`src/rtl/mem_arbiter_if.sv`:
```
// Bundle of requester, response and memory-port signals around the fetch/data memory arbiter.
// The slave modport is the arbiter's view; master is the view of requesters plus memory.
interface mem_arbiter_if #(
    parameter int unsigned ADDR_WIDTH = 10
);
    logic                  inst_req_valid;
    logic                  inst_req_ready;
    logic [ADDR_WIDTH-1:0] inst_addr;
    logic                  inst_resp_valid;
    logic [31:0]           inst_rdata;

    logic                  data_req_valid;
    logic                  data_req_ready;
    logic                  data_wen;
    logic [ADDR_WIDTH-1:0] data_addr;
    logic [31:0]           data_wdata;
    logic                  data_resp_valid;
    logic [31:0]           data_rdata;

    logic [ADDR_WIDTH-1:0] mem_addr;
    logic                  mem_ren;
    logic                  mem_wen;
    logic [31:0]           mem_wdata;
    logic [31:0]           mem_rdata;

    modport slave (
        input  inst_req_valid, inst_addr, data_req_valid, data_wen, data_addr, data_wdata,
               mem_rdata,
        output inst_req_ready, inst_resp_valid, inst_rdata, data_req_ready, data_resp_valid,
               data_rdata, mem_addr, mem_ren, mem_wen, mem_wdata
    );

    modport master (
        output inst_req_valid, inst_addr, data_req_valid, data_wen, data_addr, data_wdata,
               mem_rdata,
        input  inst_req_ready, inst_resp_valid, inst_rdata, data_req_ready, data_resp_valid,
               data_rdata, mem_addr, mem_ren, mem_wen, mem_wdata
    );
endinterface

```
`src/rtl/mem_arbiter.sv`:
```
// Round-robin arbiter sharing one ideal single-port memory between a fetch and a data requester.
// Each transaction is accept (IDLE) -> memory access (ACCESS) -> one-cycle response (RESP).
module mem_arbiter #(
    parameter int unsigned ADDR_WIDTH = 10
) (
    input logic          clk,
    input logic          rst,
    mem_arbiter_if.slave bus
);
    typedef enum logic [1:0] {StIdle, StAccess, StResp} state_e;

    state_e                state_q;
    logic                  last_data_q;
    logic                  req_data_q;
    logic                  req_store_q;
    logic [ADDR_WIDTH-1:0] mem_addr_q;
    logic [31:0]           mem_wdata_q;
    logic                  mem_ren_q;
    logic                  mem_wen_q;
    logic                  inst_resp_q;
    logic                  data_resp_q;
    logic [31:0]           inst_rdata_q;
    logic [31:0]           data_rdata_q;

    logic grant_inst;
    logic grant_data;
    logic grant_store;

    // On a tie, whoever was not granted last wins.
    always_comb begin
        grant_inst  = !rst && (state_q == StIdle) && bus.inst_req_valid &&
                      (!bus.data_req_valid || last_data_q);
        grant_data  = !rst && (state_q == StIdle) && bus.data_req_valid && !grant_inst;
        grant_store = grant_data && bus.data_wen;
    end

    always_ff @(posedge clk) begin
        if (rst) begin
            state_q      <= StIdle;
            last_data_q  <= 1'b1;
            req_data_q   <= 1'b0;
            req_store_q  <= 1'b0;
            mem_addr_q   <= '0;
            mem_wdata_q  <= '0;
            mem_ren_q    <= 1'b0;
            mem_wen_q    <= 1'b0;
            inst_resp_q  <= 1'b0;
            data_resp_q  <= 1'b0;
            inst_rdata_q <= '0;
            data_rdata_q <= '0;
        end else begin
            unique case (state_q)
                StIdle: begin
                    if (grant_inst || grant_data) begin
                        state_q     <= StAccess;
                        last_data_q <= grant_data;
                        req_data_q  <= grant_data;
                        req_store_q <= grant_store;
                        mem_addr_q  <= grant_data ? bus.data_addr : bus.inst_addr;
                        mem_wdata_q <= grant_store ? bus.data_wdata : '0;
                        mem_ren_q   <= !grant_store;
                        mem_wen_q   <= grant_store;
                    end
                end
                StAccess: begin
                    state_q     <= StResp;
                    mem_addr_q  <= '0;
                    mem_wdata_q <= '0;
                    mem_ren_q   <= 1'b0;
                    mem_wen_q   <= 1'b0;
                    if (req_data_q) begin
                        data_resp_q  <= 1'b1;
                        data_rdata_q <= req_store_q ? '0 : bus.mem_rdata;
                    end else begin
                        inst_resp_q  <= 1'b1;
                        inst_rdata_q <= bus.mem_rdata;
                    end
                end
                StResp: begin
                    state_q     <= StIdle;
                    inst_resp_q <= 1'b0;
                    data_resp_q <= 1'b0;
                end
                default: state_q <= StIdle;
            endcase
        end
    end

    // Gating by rst keeps a store caught mid-ACCESS from writing and zeroes outputs in reset.
    always_comb begin
        bus.inst_req_ready  = grant_inst;
        bus.data_req_ready  = grant_data;
        bus.inst_resp_valid = !rst && inst_resp_q;
        bus.data_resp_valid = !rst && data_resp_q;
        bus.inst_rdata      = rst ? '0 : inst_rdata_q;
        bus.data_rdata      = rst ? '0 : data_rdata_q;
        bus.mem_addr        = rst ? '0 : mem_addr_q;
        bus.mem_wdata       = rst ? '0 : mem_wdata_q;
        bus.mem_ren         = !rst && mem_ren_q;
        bus.mem_wen         = !rst && mem_wen_q;
    end
endmodule

```
`src/flat_wrapper.sv`:
```
// flat-port wrapper written by rule: the top's interface ports become plain ports
module mem_arbiter_flat 
#(
    parameter int unsigned ADDR_WIDTH = 10
)
  (clk, rst, bus_inst_req_valid, bus_inst_addr, bus_data_req_valid, bus_data_wen, bus_data_addr, bus_data_wdata, bus_mem_rdata, bus_inst_req_ready, bus_inst_resp_valid, bus_inst_rdata, bus_data_req_ready, bus_data_resp_valid, bus_data_rdata, bus_mem_addr, bus_mem_ren, bus_mem_wen, bus_mem_wdata);
  mem_arbiter_if #(.ADDR_WIDTH(ADDR_WIDTH)) bus_i ();
  input logic clk;
  input logic rst;
  input wire logic [$bits(bus_i.inst_req_valid)-1:0] bus_inst_req_valid;
  input wire logic [$bits(bus_i.inst_addr)-1:0] bus_inst_addr;
  input wire logic [$bits(bus_i.data_req_valid)-1:0] bus_data_req_valid;
  input wire logic [$bits(bus_i.data_wen)-1:0] bus_data_wen;
  input wire logic [$bits(bus_i.data_addr)-1:0] bus_data_addr;
  input wire logic [$bits(bus_i.data_wdata)-1:0] bus_data_wdata;
  input wire logic [$bits(bus_i.mem_rdata)-1:0] bus_mem_rdata;
  output wire logic [$bits(bus_i.inst_req_ready)-1:0] bus_inst_req_ready;
  output wire logic [$bits(bus_i.inst_resp_valid)-1:0] bus_inst_resp_valid;
  output wire logic [$bits(bus_i.inst_rdata)-1:0] bus_inst_rdata;
  output wire logic [$bits(bus_i.data_req_ready)-1:0] bus_data_req_ready;
  output wire logic [$bits(bus_i.data_resp_valid)-1:0] bus_data_resp_valid;
  output wire logic [$bits(bus_i.data_rdata)-1:0] bus_data_rdata;
  output wire logic [$bits(bus_i.mem_addr)-1:0] bus_mem_addr;
  output wire logic [$bits(bus_i.mem_ren)-1:0] bus_mem_ren;
  output wire logic [$bits(bus_i.mem_wen)-1:0] bus_mem_wen;
  output wire logic [$bits(bus_i.mem_wdata)-1:0] bus_mem_wdata;
  assign bus_i.inst_req_valid = bus_inst_req_valid;
  assign bus_i.inst_addr = bus_inst_addr;
  assign bus_i.data_req_valid = bus_data_req_valid;
  assign bus_i.data_wen = bus_data_wen;
  assign bus_i.data_addr = bus_data_addr;
  assign bus_i.data_wdata = bus_data_wdata;
  assign bus_i.mem_rdata = bus_mem_rdata;
  assign bus_inst_req_ready = bus_i.inst_req_ready;
  assign bus_inst_resp_valid = bus_i.inst_resp_valid;
  assign bus_inst_rdata = bus_i.inst_rdata;
  assign bus_data_req_ready = bus_i.data_req_ready;
  assign bus_data_resp_valid = bus_i.data_resp_valid;
  assign bus_data_rdata = bus_i.data_rdata;
  assign bus_mem_addr = bus_i.mem_addr;
  assign bus_mem_ren = bus_i.mem_ren;
  assign bus_mem_wen = bus_i.mem_wen;
  assign bus_mem_wdata = bus_i.mem_wdata;
  mem_arbiter #(.ADDR_WIDTH(ADDR_WIDTH)) u_core (.clk(clk), .rst(rst), .bus(bus_i));
endmodule
```
`config.mk`:
```
export PLATFORM = sky130hd
export DESIGN_NAME = mem_arbiter_flat
export DESIGN_NICKNAME = d
export VERILOG_FILES = /design/src/rtl/mem_arbiter_if.sv /design/src/rtl/mem_arbiter.sv /design/src/flat_wrapper.sv
export SDC_FILE = /design/constraint.sdc
export NUM_CORES = 1
export LEC_CHECK = 0
export CAP_MARGIN = 20
export CORE_ASPECT_RATIO = 0.6
export CORE_MARGIN = 2
export CORE_UTILIZATION = 50
export DETAILED_ROUTE_END_ITERATION = 7
export DONT_BUFFER_PORTS = 1
export GPL_TIMING_DRIVEN = 0
export PLACE_DENSITY = 0.76
export SYNTH_ARGS = -nofsm -noshare
export SYNTH_HDL_FRONTEND = slang
export SYNTH_SLANG_ARGS = --single-unit
```
`constraint.sdc`:
```
create_clock -name clk -period 1.7 [get_ports clk]
set_input_delay 0.255 -clock clk [delete_from_list [all_inputs] [get_ports clk]]
set_output_delay 0.255 -clock clk [all_outputs]
set_load 0.01 [all_outputs]
```
==> results.json, run 1 <==
{
  "grt_max_degree": 17,
  "drtIter0Drc": 299,
  "core_um2": 9320,
  "max_cap_violations": 0,
  "wl_per_cell_um": 18.8,
  "synth_seq_area_share_pct": 47.2,
  "grt_use_total_pct": 27.2,
  "finalCriticalPeriod_ns": 1.69,
  "path_clk_slew_ns": 0.05,
  "timing.hold.worst_path_depth": 1,
  "critPathLaunchType": "flip-flop",
  "yosys_most_used_dff": "dfxtp_1",
  "rr_worst_depth": 5,
  "max_clock_freq_mhz": 593,
  "leakage_nw": 2.65,
  "grt_pass1_vias": 4342,
  "rows": 27,
  "grt_first_pass_wirelength_um": 22400,
  "synthDistinctLibCells": 37,
  "final-instance-count-excl-fill": 761,
  "die_area_um2": 10600,
  "finalHoldViolations": 0,
  "fillCellCount": 733,
  "rsz0062_at_grt": "true",
  "cts-htree-levels": 4,
  "critPathBufInv": 0,
  "clk_path_buf_depth": 2,
  "via_count": 4297,
  "worstMarginPinSlew_ns": 0.670,
  "worstSetupPathDepth": 2,
  "path_max_fanout": 5,
  "maxSlewHeadroom_pct": 55.1,
  "n_antenna_cell": 0,
  "ir_worst_vdd_v": 0.000812,
  "fin_area_um2": 6400,
  "whs_ns": 0.00871,
  "slew_viol_final": 0,
  "skew_ns": 0.00731,
  "outcome": "completed",
  "path_cells": "or3_4, nor3_4",
  "synth_top_area_cell": "dfxtp_1",
  "cts_tree": "built",
  "cts_buffers": 17,
  "worstSetupPathType": "reg -> out",
  "max_stage_delay_ns": 0.41,
  "critical_path.endpoint_type": "primary output",
  "syn_inst": 529,
  "synth_edf_count": 0,
  "final_antenna_net_count": 0,
  "finalSetupViolCount": 0,
  "io_pins": 201,
  "area_growth_pct": 31.2,
  "worstPathRequired_ns": 1.44,
  "gr-total-overflow": 0,
  "critPathTopFamily": "simple AND/OR/NAND/NOR gates",
  "crit_arrival_ns": 1.43,
  "dp_cells": 659,
  "syn_area_um2": 4880,
  "clk_latency_ns": 0.40,
  "place_area_um2": 5040,
  "power_mw": 7.53,
  "fin_nets": 707,
  "root_buffer": "clkbuf_16",
  "slowest_stage": "or3_4",
  "post-route-period-util_pct": 99.2,
  "worstHoldPathType": "in -> reg",
  "cts_sinks": 115,
  "start_util_pct": 52.3,
  "yosys.area.top_type_share_pct": 47.2,
  "hpwl_um": 9400,
  "async_flop_share_pct": 0,
  "yosys-top-cells-area": "dfxtp_1, nor2b_1, o22a_1",
  "seq_area_um2": 2310,
  "utilization_pct": 68.7,
  "final_layout_size_suffix_gt1_share_pct": 9.35,
  "io_buffer_count": 0,
  "synthesis.nets": 618,
  "first_pass_iters": 7,
  "multi_input_area_um2": 2180,
  "synth_seq_cells": 115,
  "avgSynthCellArea_um2": 9.22,
  "p_per_area_nw_per_um2": 1180,
  "fp.dieH_um": 80.5,
  "yosysWarningCount": 0,
  "grt_antenna_before_repair": 0,
  "place_congestion": 0.800,
  "routed_via_density": 5.65,
  "post-route-drc-count": 0,
  "die_w_um": 132,
  "wl_um": 14300
}
through the flow:
step	setup WS (ns)	setup TNS [ns]
after global routing	-0.0285	-0.0285
after floorplan	0.285	0
after global placement	0.0618	0
after CTS	-0.000908	-0.000908
final	0.0133	0
after detailed placement	0.0753	0
metal layers:
| layer | share of wire, % | global-route usage (%) | wire length (µm) | vias up |
|---|---|---|---|---|
| li1 | - | - | - | 1985 |
| met4 | 1.7 | 12.1 | 238 | 0 |
| met3 | 8.3 | 8.46 | 1190 | 29 |
| met5 | 0 | 0 | 0 | - |
| met2 | 46 | 43.6 | 6640 | 209 |
| met1 | 44 | 34.0 | 6220 | 2074 |
cell type report:
class,count,area share [%]
multi-input combinational,324,34.0
buffer,43,3.64
timing repair buffer,72,11.2
inverter,45,2.64
sequential,115,36.1
clock buffer,21,7.04
tap,130,2.54
clock inverter,11,2.85
state kept, by name, indices dropped and copies added (netlist names):
name,cells
u_core.data_rdata_q,32
u_core.data_resp_q,1
u_core.inst_rdata_q,32
u_core.inst_resp_q,1
u_core.last_data_q,1
u_core.mem_addr_q,10
u_core.mem_ren_q,1
u_core.mem_wdata_q,32
u_core.mem_wen_q,1
u_core.req_data_q,1
u_core.req_store_q,1
u_core.state_q,2
Yosys cell counts, types with 2 or more instances:
master / instances
nor3_1: 2
clkbuf_1: 21
nand2_1: 33
dfxtp_1: 115
o21ai_0: 2
nand3b_1: 34
nand2b_1: 35
a221o_1: 4
a21boi_0: 4
buf_4: 4
buf_1: 3
buf_2: 12
buf_8: 3
o2bb2ai_1: 31
o22a_1: 32
nand3_1: 2
inv_1: 45
mux2i_1: 5
a21oi_1: 37
nor2b_1: 70
buf_6: 2
o32ai_1: 8
nor2_1: 11
report_power, final:
group	total, mW	internal, mW	switching (mW)
logic	0.776	0.348	0.428
registers	2.90	2.86	0.0444
clock network	3.86	2.63	1.23
total	7.53	5.83	1.70
path summary, 6_finish.rpt:
| kind | startpoint | to | slack (ns) |
|---|---|---|---|
| worst min register to register | u_core.data_rdata_q[10] | u_core.data_rdata_q[10] | 0.45 |
| worst max register to register | u_core.state_q[1] | u_core.data_rdata_q[22] | 0.06 |
| worst min-delay path | bus_mem_rdata[31] | u_core.inst_rdata_q[31] | 0.009 |
| worst max-delay path | u_core.state_q[0] | bus_inst_req_ready | 0.01 |
cell usage in the layout (no fill, tap or decap), drive strengths merged, types with 8 or more instances in the layout:
master	n
o2bb2ai	31
o22a	32
nor2	12
nor2b	70
dlygate4sd3	70
dfxtp	115
o32ai	8
clkbuf	43
nand2	33
buf	23
nand2b	35
inv	45
a21oi	37
nand3b	34
cell families after synthesis:
family / Yosys count / share of synthesized area (%)
AO/OA/AOI/OAI: 125 / 19.3
flip-flops: 115 / 47.2
buffers and inverters: 90 / 8.54
AND/OR/NAND/NOR: 194 / 24.0
multiplexers: 5 / 1.03
repair_timing:
item                                   4_1_cts  5_1_grt
gates resized for setup                      7        4
setup buffers                                2        0
endpoints found under the hold margin       66        0
setup endpoints to repair                    2       15
hold buffers                                70        0
pin swaps                                    2        0
No activity file was read; power rests on OpenSTA's default activity.
==> run 2: changes to the inputs <==
--- a/config.mk
+++ b/config.mk
@@ -9,10 +9,12 @@
 export CORE_ASPECT_RATIO = 0.6
 export CORE_MARGIN = 2
 export CORE_UTILIZATION = 50
+export CTS_BUF_LIST = sky130_fd_sc_hd__clkbuf_8
 export DETAILED_ROUTE_END_ITERATION = 7
 export DONT_BUFFER_PORTS = 1
 export GPL_TIMING_DRIVEN = 0
 export PLACE_DENSITY = 0.76
+export RECOVER_POWER = 100
 export SYNTH_ARGS = -nofsm -noshare
 export SYNTH_HDL_FRONTEND = slang
 export SYNTH_SLANG_ARGS = --single-unit
==> run 2 against run 1 <==
  * First-iteration DRC count is 23% lower
  * Worst hold slack better by 0.010 ns
  * Setup slack got worse by 0.014 ns
  * Wire length decreased by 1.5%
  * Sequential cell count unchanged
  * Critical path type unchanged
  * Global-route usage fell by 0.38 points
  * Highest routed layer unchanged
  * Die area unchanged
  * Combinational power rose by 1%
  * Sequential share of layout area rose by 1.1 points
  * Cell area is 2.8% lower
  * The flow now finishes with violations (setup timing)
  * Critical endpoint unchanged
  * Maximum frequency shrank 0.81%
  * Via count shrank 2.0%
==> results.json, run 2 (same netlist as run 1, synthesis figures left out) <==
{
  "crit_arrival_ns": 1.45,
  "worstSetupPathType": "reg -> out",
  "critPathLaunchType": "flip-flop",
  "utilization_pct": 66.7,
  "area_growth_pct": 27.5,
  "die_area_um2": 10600,
  "regToRegEndpoint": "u_core.last_data_q",
  "grt_use_total_pct": 26.8,
  "wl_per_cell_um": 18.5,
  "critical_path.endpoint_type": "primary output",
  "drtIter0Drc": 231,
  "grt_pass1_vias": 4350,
  "final_antenna_net_count": 0,
  "n_antenna_cell": 0,
  "fp.dieH_um": 80.5,
  "rsz0062_at_grt": "true",
  "rr_worst_depth": 4,
  "hp-start": "bus_mem_rdata[21]",
  "worstHoldPathType": "in -> reg",
  "finalSetupViolCount": 1,
  "io_pins": 201,
  "critPathLaunch": "u_core.state_q[0]",
  "leakage_nw": 2.58,
  "skew_ns": 0.0123,
  "fin_nets": 708,
  "via_count": 4210,
  "cts-htree-levels": 4,
  "clk_path_buf_depth": 2,
  "cts_sinks": 115,
  "routed_via_density": 5.52,
  "layout_commonest_cell": "dfxtp_1",
  "die_w_um": 132,
  "power.switching_mw": 1.58,
  "timing.hold.worst_path_depth": 2,
  "cts_tree": "built",
  "clk_latency_ns": 0.41,
  "post-route-drc-count": 0,
  "r2r-start": "u_core.state_q[1]",
  "most-common-layout-cells": "dfxtp_1, dlygate4sd3_1, nor2b_1",
  "gr-total-overflow": 0,
  "post-route-period-util_pct": 100,
  "hpwl_um": 9400,
  "p_per_area_nw_per_um2": 1050,
  "whs_ns": 0.0192,
  "fillCellCount": 759,
  "violations": "setup timing",
  "cts_buffers": 17,
  "multi_input_area_um2": 2180,
  "p_sw_share_pct": 24.2,
  "slew_viol_final": 0,
  "place_congestion": 0.800,
  "first_pass_iters": 6,
  "path_max_fanout": 5,
  "io_buffer_count": 0,
  "worstMarginPinSlew_ns": 1.04,
  "p_seq_share_pct": 44.3,
  "seq_area_um2": 2310,
  "top_regs": "u_core.data_rdata_q: 32 flops, u_core.inst_rdata_q: 32 flops, u_core.mem_wdata_q: 32 flops",
  "root_buffer": "clkbuf_8",
  "hold_path_end": "u_core.data_rdata_q[21]",
  "outcome": "finished, violations left",
  "regToRegSetupSlack_ns": 0.05,
  "maxSlewHeadroom_pct": 30.1,
  "rows": 27,
  "slowest_stage": "or3_4",
  "intPower_mw": 4.96,
  "p_clk_share_pct": 43.7,
  "max_cap_violations": 0,
  "grt_antenna_before_repair": 0,
  "grt_first_pass_wirelength_um": 22100,
  "finalCriticalPeriod_ns": 1.70,
  "start_util_pct": 52.3,
  "combPwrFrac_pct": 12.0,
  "finalHoldViolations": 0,
  "grt_max_degree": 17,
  "path_cells": "or3_4, nor3_4",
  "max_clock_freq_mhz": 588,
  "wl_um": 14100,
  "ir_worst_vdd_v": 0.000572,
  "max_stage_delay_ns": 0.41,
  "final.setup.worst_slack_ns": -0.000514,
  "final_layout_size_suffix_gt1_share_pct": 9.34,
  "path_clk_slew_ns": 0.07,
  "core_um2": 9320,
  "worstPathRequired_ns": 1.44
}
-- run 2: cell count changes in the layout (fill, tap and decap cells not counted), sizes merged --
cell / before / now
dlygate4sd3: 70 / 71
inv: 45 / 48
clkbuf: 43 / 40
-- run 2: layout make-up --
cell class | instances | share of cell area [%]
clock inverters | 14 | 3.12
inverters | 45 | 2.72
repair buffers | 73 | 11.7
flip-flops and latches | 115 | 37.1
well taps | 130 | 2.62
multi-input cells | 324 | 35.0
plain buffers | 43 | 3.74
clock buffers | 18 | 3.98
-- run 2: what timing repair did --
action                                 4_1_cts  5_1_grt
setup buffers                                2        0
endpoints found under the hold margin       90        0
setup endpoints to repair                    2       13
gates resized for setup                      7        4
gates cloned                                 0        0
pin swaps                                    2        0
hold buffers                                71        0
-- run 2: how the worst max path moves through the flow --
stage | end | cells past startpoint
global placement | u_core.mem_addr_q[4] | 4
floorplan | u_core.mem_addr_q[0] | 4
detailed placement | u_core.mem_addr_q[6] | 4
global route | bus_inst_req_ready | 2
CTS | bus_inst_req_ready | 2
finish | bus_inst_req_ready | 2
-- run 2: critical path: cells and delay by family, from the launching register on --
family           cells  cell delay [ns]
flip-flops           1             0.34
AND/OR/NAND/NOR      2             0.70
-- run 2: metrics by stage --
stage | cell area (µm²) | worst slack, ns | power (mW) | std cells | setup TNS (ns)
floorplan | 4880 | 0.285 | 3.43 | 529 | 0
global placement | 5040 | 0.0618 | 3.55 | 659 | 0
detailed placement | 5040 | 0.0753 | 3.57 | 659 | 0
CTS | 6210 | -0.0237 | 6.56 | 762 | -0.0237
global route | 6220 | -0.0498 | 6.78 | 762 | -0.0509
finish | 6220 | -0.000514 | 6.54 | 762 | -0.000514
-- run 2: power groups by stage --
stage / clock network, mW / logic, mW / registers [mW]
floorplan: 0 / 0.490 / 2.94
global placement: 0 / 0.600 / 2.95
detailed placement: 0 / 0.618 / 2.95
CTS: 2.90 / 0.769 / 2.89
global route: 3.02 / 0.851 / 2.91
finish: 2.86 / 0.784 / 2.90
-- run 2: metal layers --
layer / up-vias / GRT usage (%) / share of wire [%]
li1: 1988 / - / -
met1: 2027 / 33.4 / 44
met2: 172 / 43.6 / 48
met3: 23 / 7.89 / 6.5
met4: 0 / 11.8 / 1.3
met5: - / 0 / 0
==> run 3: changes to the inputs <==
--- a/config.mk
+++ b/config.mk
@@ -8,13 +8,14 @@
 export CAP_MARGIN = 20
 export CORE_ASPECT_RATIO = 0.6
 export CORE_MARGIN = 2
-export CORE_UTILIZATION = 50
+export CORE_UTILIZATION = 60
 export CTS_BUF_LIST = sky130_fd_sc_hd__clkbuf_8
 export DETAILED_ROUTE_END_ITERATION = 7
 export DONT_BUFFER_PORTS = 1
 export GPL_TIMING_DRIVEN = 0
-export PLACE_DENSITY = 0.76
+export PLACE_DENSITY = 0.87
 export RECOVER_POWER = 100
 export SYNTH_ARGS = -nofsm -noshare
 export SYNTH_HDL_FRONTEND = slang
 export SYNTH_SLANG_ARGS = --single-unit
+export TNS_END_PERCENT = 100
==> run 3 against run 2 <==
  * The flow still finishes with violations (setup timing)
  * Critical path type unchanged
  * Setup slack got worse by 0.058 ns
  * Critical endpoint unchanged
  * Critical path depth unchanged
  * Largest cell class unchanged
  * Sequential cell count did not move
  * Sequential share of layout area grew 0.66 points
  * Register-to-register slack worse by 0.04 ns
  * Non-clock buffer count fell by 1
  * Final cell count decreased by 3.1%
==> results.json, run 3 (same netlist as run 1, synthesis figures left out) <==
{
  "most-common-layout-cells": "dfxtp_1, dlygate4sd3_1, nor2b_1",
  "outcome": "finished, violations left",
  "violations": "setup timing",
  "path_max_fanout": 5,
  "routed_via_density": 5.85,
  "r2r-start": "u_core.state_q[1]",
  "fin_nets": 707,
  "tns_ns": -0.0582,
  "grt_max_degree": 17,
  "maxSlewHeadroom_pct": 54.4,
  "gr-total-overflow": 0,
  "critical_path.endpoint_type": "primary output",
  "slew_viol_final": 0,
  "post-route-drc-count": 0,
  "fillCellCount": 538,
  "hpwl_um": 9430,
  "path_clk_slew_ns": 0.07,
  "seq_area_um2": 2310,
  "preCtsSetupSlack_ns": 0.0721,
  "wl_um": 14300,
  "die_w_um": 120,
  "finalCriticalPeriod_ns": 1.76,
  "final.setup.worst_slack_ns": -0.0582,
  "rows": 25,
  "whs_ns": 0.00723,
  "post-route-period-util_pct": 103,
  "area_growth_pct": 25.1,
  "rsz0062_at_grt": "true",
  "worstHoldPathType": "in -> reg",
  "grt_use_total_pct": 32.0,
  "critPathLaunch": "u_core.state_q[1]",
  "cts_sinks": 115,
  "io_pins": 201,
  "crit_arrival_ns": 1.50,
  "multi_input_area_um2": 2170,
  "cts-htree-levels": 4,
  "final_layout_size_suffix_gt1_share_pct": 8.73,
  "grt_pass1_vias": 4118,
  "worstSetupPathType": "reg -> out",
  "leakage_nw": 2.55,
  "top_regs": "u_core.data_rdata_q: 32 flops, u_core.inst_rdata_q: 32 flops, u_core.mem_wdata_q: 32 flops",
  "finalHoldViolations": 0,
  "final-instance-count-excl-fill": 738,
  "cts_tree": "built",
  "fp.dieH_um": 73.8,
  "ir_worst_vdd_v": 0.000647,
  "die_area_um2": 8890,
  "layout_commonest_cell": "dfxtp_1",
  "hp-start": "bus_mem_rdata[30]",
  "clk_path_buf_depth": 2,
  "dp_cells": 637,
  "io_buffer_count": 0,
  "finalSetupViolCount": 1,
  "wl_per_cell_um": 19.4,
  "root_buffer": "clkbuf_8",
  "core_um2": 7880,
  "power_mw": 6.08,
  "drtIter0Drc": 414,
  "p_per_area_nw_per_um2": 997,
  "via_count": 4316,
  "grt_first_pass_wirelength_um": 21600,
  "max_cap_violations": 0,
  "clk_latency_ns": 0.43,
  "skew_ns": 0.00679,
  "critPathLaunchType": "flip-flop",
  "n_antenna_cell": 0,
  "cts_buffers": 17,
  "start_util_pct": 61.9,
  "worstPathRequired_ns": 1.44,
  "final_antenna_net_count": 0,
  "first_pass_iters": 5,
  "place_congestion": 0.798,
  "worstMarginPinSlew_ns": 0.679,
  "grt_antenna_before_repair": 0,
  "max_clock_freq_mhz": 569
}
run 3: changes by cell type in the layout (fill, tap and decap cells not counted), sizes merged:
cell | previous run | this run
inv | 48 | 49
clkinvlp | 1 | 0
dlygate4sd3 | 71 | 72
buf | 23 | 15
clkbuf | 40 | 51
bufinv | 5 | 1
clkinv | 5 | 3
run 3: where the power goes:
group,leakage [nW],total [mW],switching [mW],internal (mW)
clock network,0.213,2.39,1.04,1.35
logic,1.39,0.783,0.439,0.344
registers,0.939,2.91,0.0520,2.85
run 3: worst paths after layout:
kind	endpoint	slack (ns)	cells past startpoint
hold / removal	u_core.data_rdata_q[30]	0.007	2
setup reg to reg	u_core.inst_rdata_q[5]	0.01	5
hold reg to reg	u_core.data_rdata_q[0]	0.45	2
setup / recovery	bus_inst_req_ready	-0.06	2
run 3: what timing repair did:
item	CTS	global route
buffers inserted	1	0
pin swaps	3	0
resized for setup	6	8
setup endpoints to repair	2	31
hold buffers	72	0
endpoints found under the hold margin	95	0
cloned	0	0
run 3: metrics by stage:
stage                     util, %  instance area [µm²]
final                        77.4                 6100
after global routing         77.4                 6100
after CTS                    77.6                 6120
after detailed placement     63.6                 5010
after global placement       63.6                 5010
after floorplan                 -                 4880
run 3: final cells by class:
| type | count | area share [%] |
|---|---|---|
| Buffer | 42 | 3.53 |
| Clock buffer | 23 | 5.19 |
| Clock inverter | 8 | 0.984 |
| Inverter | 45 | 2.77 |
| Multi-Input combinational cell | 324 | 35.6 |
| Sequential cell | 115 | 37.8 |
| Tap cell | 108 | 2.21 |
| Timing Repair Buffer | 73 | 11.9 |
run 3: per-layer routing:
| metal | global-route usage (%) | vias up | routed length [µm] |
|---|---|---|---|
| met1 | 41.0 | 2096 | 6080 |
| met2 | 51.5 | 222 | 6760 |
| li1 | - | 1975 | - |
| met5 | 0 | - | 0 |
| met3 | 10.3 | 23 | 1270 |
| met4 | 11.0 | 0 | 238 |
run 3: critical path: stages (launching register included):
cell and delay (ns):
dfxtp_4 0.34, or3_4 0.43, nor3_4 0.31
